### src/rtl/mult_arbiter_pkg.sv
// Shared types and widths for the two-requester multiplier arbiter.
// Also holds the round-robin winner selection.
package mult_arbiter_pkg;

  localparam int OpWidth  = 4;
  localparam int ResWidth = 8;

  typedef enum logic [1:0] {
    IDLE = 2'd0,
    BUSY = 2'd1,
    DONE = 2'd2
  } state_e;

  // On a tie the requester that was not served last wins.
  function automatic logic pickWinner(input logic req0, input logic req1,
                                      input logic lastServed);
    if (req0 && req1) begin
      return ~lastServed;
    end
    return req1;
  endfunction

endpackage

### src/rtl/mult_arbiter_mult.sv
// Unsigned 4x4 combinational multiplier with a full-width 8-bit product.
module mult_arbiter_mult
  import mult_arbiter_pkg::*;
(
  input  logic [OpWidth-1:0]  a_i,
  input  logic [OpWidth-1:0]  b_i,
  output logic [ResWidth-1:0] p_o
);

  assign p_o = ResWidth'(a_i) * ResWidth'(b_i);

endmodule

### src/rtl/mult_arbiter.sv
// Round-robin arbiter that shares one multiplier between two requesters.
// Each operation is one grant cycle followed by a held result awaiting handshake.
module mult_arbiter
  import mult_arbiter_pkg::*;
#(
  parameter bit PRIO_RESET = 1'b0
) (
  input  logic                clk,
  input  logic                rst,
  input  logic                req0,
  input  logic [OpWidth-1:0]  a0,
  input  logic [OpWidth-1:0]  b0,
  output logic                gnt0,
  input  logic                req1,
  input  logic [OpWidth-1:0]  a1,
  input  logic [OpWidth-1:0]  b1,
  output logic                gnt1,
  output logic [ResWidth-1:0] res,
  output logic                res_id,
  output logic                res_valid,
  input  logic                res_ready
);

  state_e               state_q;
  logic [OpWidth-1:0]   opA_q;
  logic [OpWidth-1:0]   opB_q;
  logic                 id_q;
  logic                 lastServed_q;
  logic                 gnt0_q;
  logic                 gnt1_q;
  logic [ResWidth-1:0]  res_q;
  logic                 resId_q;
  logic                 resValid_q;
  logic                 winner_d;
  logic [ResWidth-1:0]  product;

  assign winner_d = pickWinner(req0, req1, lastServed_q);

  mult_arbiter_mult uMult (
    .a_i (opA_q),
    .b_i (opB_q),
    .p_o (product)
  );

  // Operands are latched on entry to BUSY, so later input changes cannot reach res.
  always_ff @(posedge clk) begin
    if (rst) begin
      state_q      <= IDLE;
      opA_q        <= '0;
      opB_q        <= '0;
      id_q         <= 1'b0;
      lastServed_q <= ~PRIO_RESET;
      gnt0_q       <= 1'b0;
      gnt1_q       <= 1'b0;
      res_q        <= '0;
      resId_q      <= 1'b0;
      resValid_q   <= 1'b0;
    end else begin
      case (state_q)
        IDLE: begin
          if (req0 || req1) begin
            id_q    <= winner_d;
            opA_q   <= winner_d ? a1 : a0;
            opB_q   <= winner_d ? b1 : b0;
            gnt0_q  <= ~winner_d;
            gnt1_q  <= winner_d;
            state_q <= BUSY;
          end
        end
        BUSY: begin
          gnt0_q     <= 1'b0;
          gnt1_q     <= 1'b0;
          res_q      <= product;
          resId_q    <= id_q;
          resValid_q <= 1'b1;
          state_q    <= DONE;
        end
        DONE: begin
          if (res_ready) begin
            resValid_q   <= 1'b0;
            lastServed_q <= resId_q;
            state_q      <= IDLE;
          end
        end
        default: begin
          gnt0_q     <= 1'b0;
          gnt1_q     <= 1'b0;
          resValid_q <= 1'b0;
          state_q    <= IDLE;
        end
      endcase
    end
  end

  assign gnt0      = gnt0_q;
  assign gnt1      = gnt1_q;
  assign res       = res_q;
  assign res_id    = resId_q;
  assign res_valid = resValid_q;

endmodule

### config.mk
export PLATFORM = sky130hd
export DESIGN_NAME = mult_arbiter
export DESIGN_NICKNAME = d
export VERILOG_FILES = /design/src/rtl/mult_arbiter_pkg.sv /design/src/rtl/mult_arbiter_mult.sv /design/src/rtl/mult_arbiter.sv
export SDC_FILE = /design/constraint.sdc
export NUM_CORES = 1
export LEC_CHECK = 0
export ABC_CLOCK_PERIOD_IN_PS = 3300
export CORE_MARGIN = 8
export CORE_UTILIZATION = 50
export DETAILED_ROUTE_END_ITERATION = 6
export GPL_TIMING_DRIVEN = 0
export PLACE_DENSITY = 0.85
export SYNTH_ARGS = -nofsm -noshare
export SYNTH_HDL_FRONTEND = slang
export SYNTH_HIERARCHICAL = 1
export SYNTH_SLANG_ARGS = --single-unit
### constraint.sdc
create_clock -name clk -period 3.3 [get_ports clk]
set_input_delay 0.66 -clock clk [delete_from_list [all_inputs] [get_ports clk]]
set_output_delay 0.66 -clock clk [all_outputs]
set_load 0.005 [all_outputs]
======== Word level (Yosys, flattened, before mapping) ========
Cells that the tools add are included.
word-level totals
  bits in registers ....................... 24
  bits in latches ......................... 0
  bits in writable memories ............... 0
  memory bits (read-only) ................. 0
  bits of input ports ..................... 21
  output and inout bits ................... 12
  logic and storage cells ................. 41
  memories kept ........................... 0
cells by class
  add/sub/neg operators ................... 0
  multiply operators ...................... 1
  divide/modulo/power cells ............... 0
  order comparisons ....................... 0
  equal/unequal tests ..................... 4
  shifts and indexed selects .............. 0
  multiplexer cells ....................... 14
  bitwise operators ....................... 4
  reductions and logical operators ........ 8
operators with widths
  operator              number
  $reduce_and A2 Y1     5
  $mul A4 B4 Y8         1
  $mux W4               2
  $mux W1               6
  $pmux W2 S3           1
  $mux W2               2
  $ne A2 B2 Y1 const B  2
  $not A1 Y1            4
  $pmux W1 S2           2
  $pmux W1 S3           1
  $eq A2 B1 Y1 const B  1
  $eq A2 B2 Y1 const B  1
  $logic_not A2 Y1      1
  $logic_and A1 B1 Y1   1
  $logic_or A1 B1 Y1    1

======== Logic depth before layout (Yosys ltp) ========
  depth in word-level cells ............... 6
  mapped depth ............................ 10
  depth with buffers taken out ............ 10

======== Hierarchy ========
Netlist, hierarchy kept.
by module, submodules not included
  module             instances  cells an instance  area each (sq um)  sequential area each (sq um)
  mult_arbiter       1          118                1032.2             480.5
  mult_arbiter_mult  1          51                 447.9              0.0

======== Worst setup path before layout ========
Ideal clock, no wire load.
  path kind ............................... register -> register
  start point ............................. register opA_q[0]
  end point ............................... register res_q[7] (netlist: res[7])
  library setup time ...................... 0.071 ns
  arrival time ............................ 2.639 ns
  required time ........................... 3.229 ns
  path slack .............................. 0.591 ns
  cell stages (with the launch flop) ...... 11
  path buffers ............................ 0
  clock period less this slack ............ 2.709 ns
  cell sequence ........................... dfxtp_1 nand2_1 fa_1 inv_1 fa_1 ha_1 a211oi_1 or4b_1 o2111ai_1 nand2_1 a21oi_1
on the way
  longest elaborated chain between the ends .. 1
RTL lines
  element                 RTL line                 RTL
  start, declared         mult_arbiter.sv:25       logic [OpWidth-1:0] opA_q;
  start signal, assigned  mult_arbiter.sv:63       opA_q <= winner_d ? a1 : a0;
  $mul A4 B4 Y8           mult_arbiter_mult.sv:10  assign p_o = ResWidth'(a_i) * ResWidth'(b_i);
  named net product[7]    mult_arbiter.sv:35       logic [ResWidth-1:0] product;
  end signal, assigned    mult_arbiter.sv:73       res_q <= product;
  end, declared           mult_arbiter.sv:31       logic [ResWidth-1:0] res_q;
The timed path passes the listed nets, and every way through them passes these cells.
A chain may end at the register's enable or synchronous reset.

======== Worst setup path after layout ========
  start point ............................. register opB_q[3]
  end point ............................... register res_q[6] (netlist: res[6])
on the way
  longest elaborated chain between the ends .. 1
RTL lines
  element                 RTL line                 RTL
  start, declared         mult_arbiter.sv:26       logic [OpWidth-1:0] opB_q;
  start signal, assigned  mult_arbiter.sv:64       opB_q <= winner_d ? b1 : b0;
  $mul A4 B4 Y8           mult_arbiter_mult.sv:10
  named net product[6]    mult_arbiter.sv:35
The timed path passes the listed nets, and every way through them passes these cells.

==> impl_metrics.json <==
{
  "status": "completed",
  "worst_setup_path_start_kind": "register",
  "grt.overflow.total": 0,
  "crit_arrival_ns": 3.19,
  "yosysUniqueCellTypes": 41,
  "pwr-share-comb_pct": 26.1,
  "drtIter0Drc": 53,
  "dr_wl_met2_microns": 1740,
  "tightest_slew_ns": 0.4464,
  "routed_wirelength_microns": 3294,
  "rsz0062_at_grt": "false",
  "pwr_density_cell_nw_per_um2": 351.1,
  "cap_violations": 0,
  "setup_viol": 0,
  "avgSynthCellArea_sq_um": 8.758,
  "wl_per_cell_microns": 13.96,
  "ys_seq_area_share_pct": 32.46,
  "port_buffers": 32,
  "clk_pin_slew_worst_paths_ns": 0.13,
  "diodes": 0,
  "vias_per_cell": 5.585,
  "vias": 1318,
  "die_h_microns": 70.41,
  "wl_met3_microns": 195,
  "synth_edf_count": 0,
  "finalHoldViolCount": 0,
  "route.detailed.drc": 0,
  "antenna_left": 0,
  "cts_tree": "yes",
  "p_seq_share_pct": 50.5,
  "tns_ns": 0,
  "syn_nets": 206,
  "ys_dominant_reg_cell": "dfxtp_1",
  "internal-power_mw": 0.4696,
  "post-place-ws_ns": 0.3908,
  "ys_ff_latch": 24,
  "area_delta_synth_final_pct": 26.71,
  "clockBufferDepth": 2,
  "highest_layer": "met4",
  "io_pins": 33,
  "synth.yosys.warnings": 6,
  "hp-class": "register to register",
  "vdd_drop_max_mv": 0.2674,
  "regArea_sq_um": 480.5,
  "num_rows": 19,
  "timing.final.crit_share_pct": 89.12,
  "gr-usage-all-layers_pct": 13.05,
  "slew-limit-headroom_pct": 70.24,
  "setup.worst_path.class": "register to register",
  "p_leak_nw": 0.7943,
  "fp.coreArea_sq_um": 2781,
  "grt_pass1_vias": 1345,
  "cts.repair.resized": 0,
  "end_kind": "register",
  "initial_utilization_pct": 53.22,
  "period_minus_slack_ns": 2.941,
  "grt_max_degree": 14,
  "pwr-share-clk_pct": 23.4,
  "clock_latency_ns": 0.31,
  "antenna_found_initial": 0,
  "drt-pass1-iter-count": 4,
  "cts_buffers": 3,
  "timing.final.ws_setup_ns": 0.3590,
  "multiInputGateArea_sq_um": 913.4,
  "p_switching_mw": 0.1889,
  "p_sw_share_pct": 28.69,
  "fin_cells": 236,
  "fmax_mhz": 340.0,
  "cts_root_buf": "clkbuf_4",
  "dp_cells": 232,
  "skew_ns": 0.002361,
  "synth_cells": 169,
  "fillers": 244,
  "holdBufCountCts": 0,
  "final_layout_size_suffix_gt1_share_pct": 8.780,
  "die_w_microns": 70.41,
  "dieArea_sq_um": 4958,
  "fin_nets": 243,
  "grt_pass1_wl_microns": 5616,
  "async_flop_share_pct": 0,
  "cts.sinks": 24,
  "post_cts_buffers": 0,
  "syn_area_sq_um": 1480,
  "cp.required_ns": 3.55,
  "met1_length_microns": 1342,
  "finalPower_mw": 0.6585,
  "hpwl_microns": 2709,
  "crit_path_max_fanout": 5,
  "final-max-slew-violation-count": 0,
  "globalplace.congestion": 0.7972,
  "htreeDepth": 1
}
==> metal layers <==
metal	track usage [%]	vias up
met5	0	-
met4	2.232	0
met3	3.390	2
met2	25.55	36
met1	13.42	615
li1	-	665
==> worst max-delay path, cell delays in order, from the launching register on <==
cell     delay [ns]
dfxtp_1        0.42
nand2_1        0.11
fa_1           0.54
inv_1          0.06
fa_1           0.53
fa_1           0.49
a21o_2         0.23
a21oi_1        0.17
xnor2_1        0.14
nand2_1        0.08
a21oi_1        0.13
==> final timing paths <==
kind / endpoint / cells past startpoint / startpoint / slack (ns)
max: res[6] / 10 / opB_q[3] / 0.36
min reg2reg: res[7] / 2 / res[7] / 0.46
max reg2reg: res[6] / 10 / opB_q[3] / 0.36
min: res[7] / 2 / res[7] / 0.46
==> synth_stat cells (2+ instances only) <==
cell type | number | area, sq um
dfxtp_1 | 24 | 480.5
a211oi_1 | 2 | 15.01
nor3b_1 | 2 | 15.01
xnor2_1 | 2 | 17.52
o21ai_0 | 2 | 10.01
clkbuf_1 | 2 | 7.510
a311oi_1 | 8 | 70.07
nor2_1 | 4 | 15.01
ha_1 | 12 | 150.1
inv_1 | 4 | 15.01
buf_6 | 4 | 45.04
fa_1 | 4 | 80.08
buf_4 | 2 | 15.01
and2_1 | 13 | 81.33
nand2_1 | 38 | 142.6
a21oi_1 | 21 | 105.1
==> cells in the final DEF (no fill, tap or decap), types with 2 or more instances in the layout <==
cell type	count
a211oi_1	2
a21oi_1	21
a311oi_1	8
and2_1	13
buf_4	2
buf_6	4
clkbuf_1	2
clkbuf_4	3
clkdlybuf4s50_1	32
dfxtp_1	24
fa_1	4
ha_1	12
inv_1	4
nand2_1	38
nor2_1	4
nor3b_1	2
o21ai_0	2
xnor2_1	2
==> state kept, by name, indices dropped and copies added, names as in the netlist <==
| signal | count |
|---|---|
| res | 8 |
| opA_q | 4 |
| opB_q | 4 |
| state_q | 2 |
| gnt0 | 1 |
| gnt1 | 1 |
| id_q | 1 |
| lastServed_q | 1 |
| res_id | 1 |
| res_valid | 1 |
==> area by class of cell <==
type	count	area share (%)
buffer	8	3.602
clock buffer	4	1.935
inverter	5	1.001
multi-input combinational	132	48.70
sequential	24	25.62
tap	31	2.068
timing repair buffer	32	17.08
==> kinds of logic after synthesis <==
family,count (synthesis),synth area share (%)
AO/OA/AOI/OAI,42,19.02
XOR/XNOR,3,1.775
adder cells (fa/ha/maj),16,15.55
buffers and inverters,13,5.832
flip-flops,24,32.46
multiplexers,1,0.6763
AND/OR/NAND/NOR,70,24.68
==> power by group through the flow <==
| stage | sequential [mW] | combinational (mW) | clock, mW |
|---|---|---|---|
| 3_3_place_gp | 0.338 | 0.166 | 0 |
| 5_1_grt | 0.336 | 0.191 | 0.167 |
| 3_5_place_dp | 0.339 | 0.172 | 0 |
| 4_1_cts | 0.332 | 0.173 | 0.158 |
| 6_report | 0.332 | 0.172 | 0.154 |
| 2_1_floorplan | 0.334 | 0.110 | 0 |
==> stage by stage <==
step | utilization (%) | cell area [sq um] | hold WS (ns)
after floorplan | - | 1480 | 0.4322
after global placement | 66.13 | 1839 | 0.4412
after detailed placement | 66.13 | 1839 | 0.4470
after CTS | 67.43 | 1876 | 0.4652
after global routing | 67.43 | 1876 | 0.4965
final | 67.43 | 1876 | 0.4616
(Power assumes the default switching activity.)
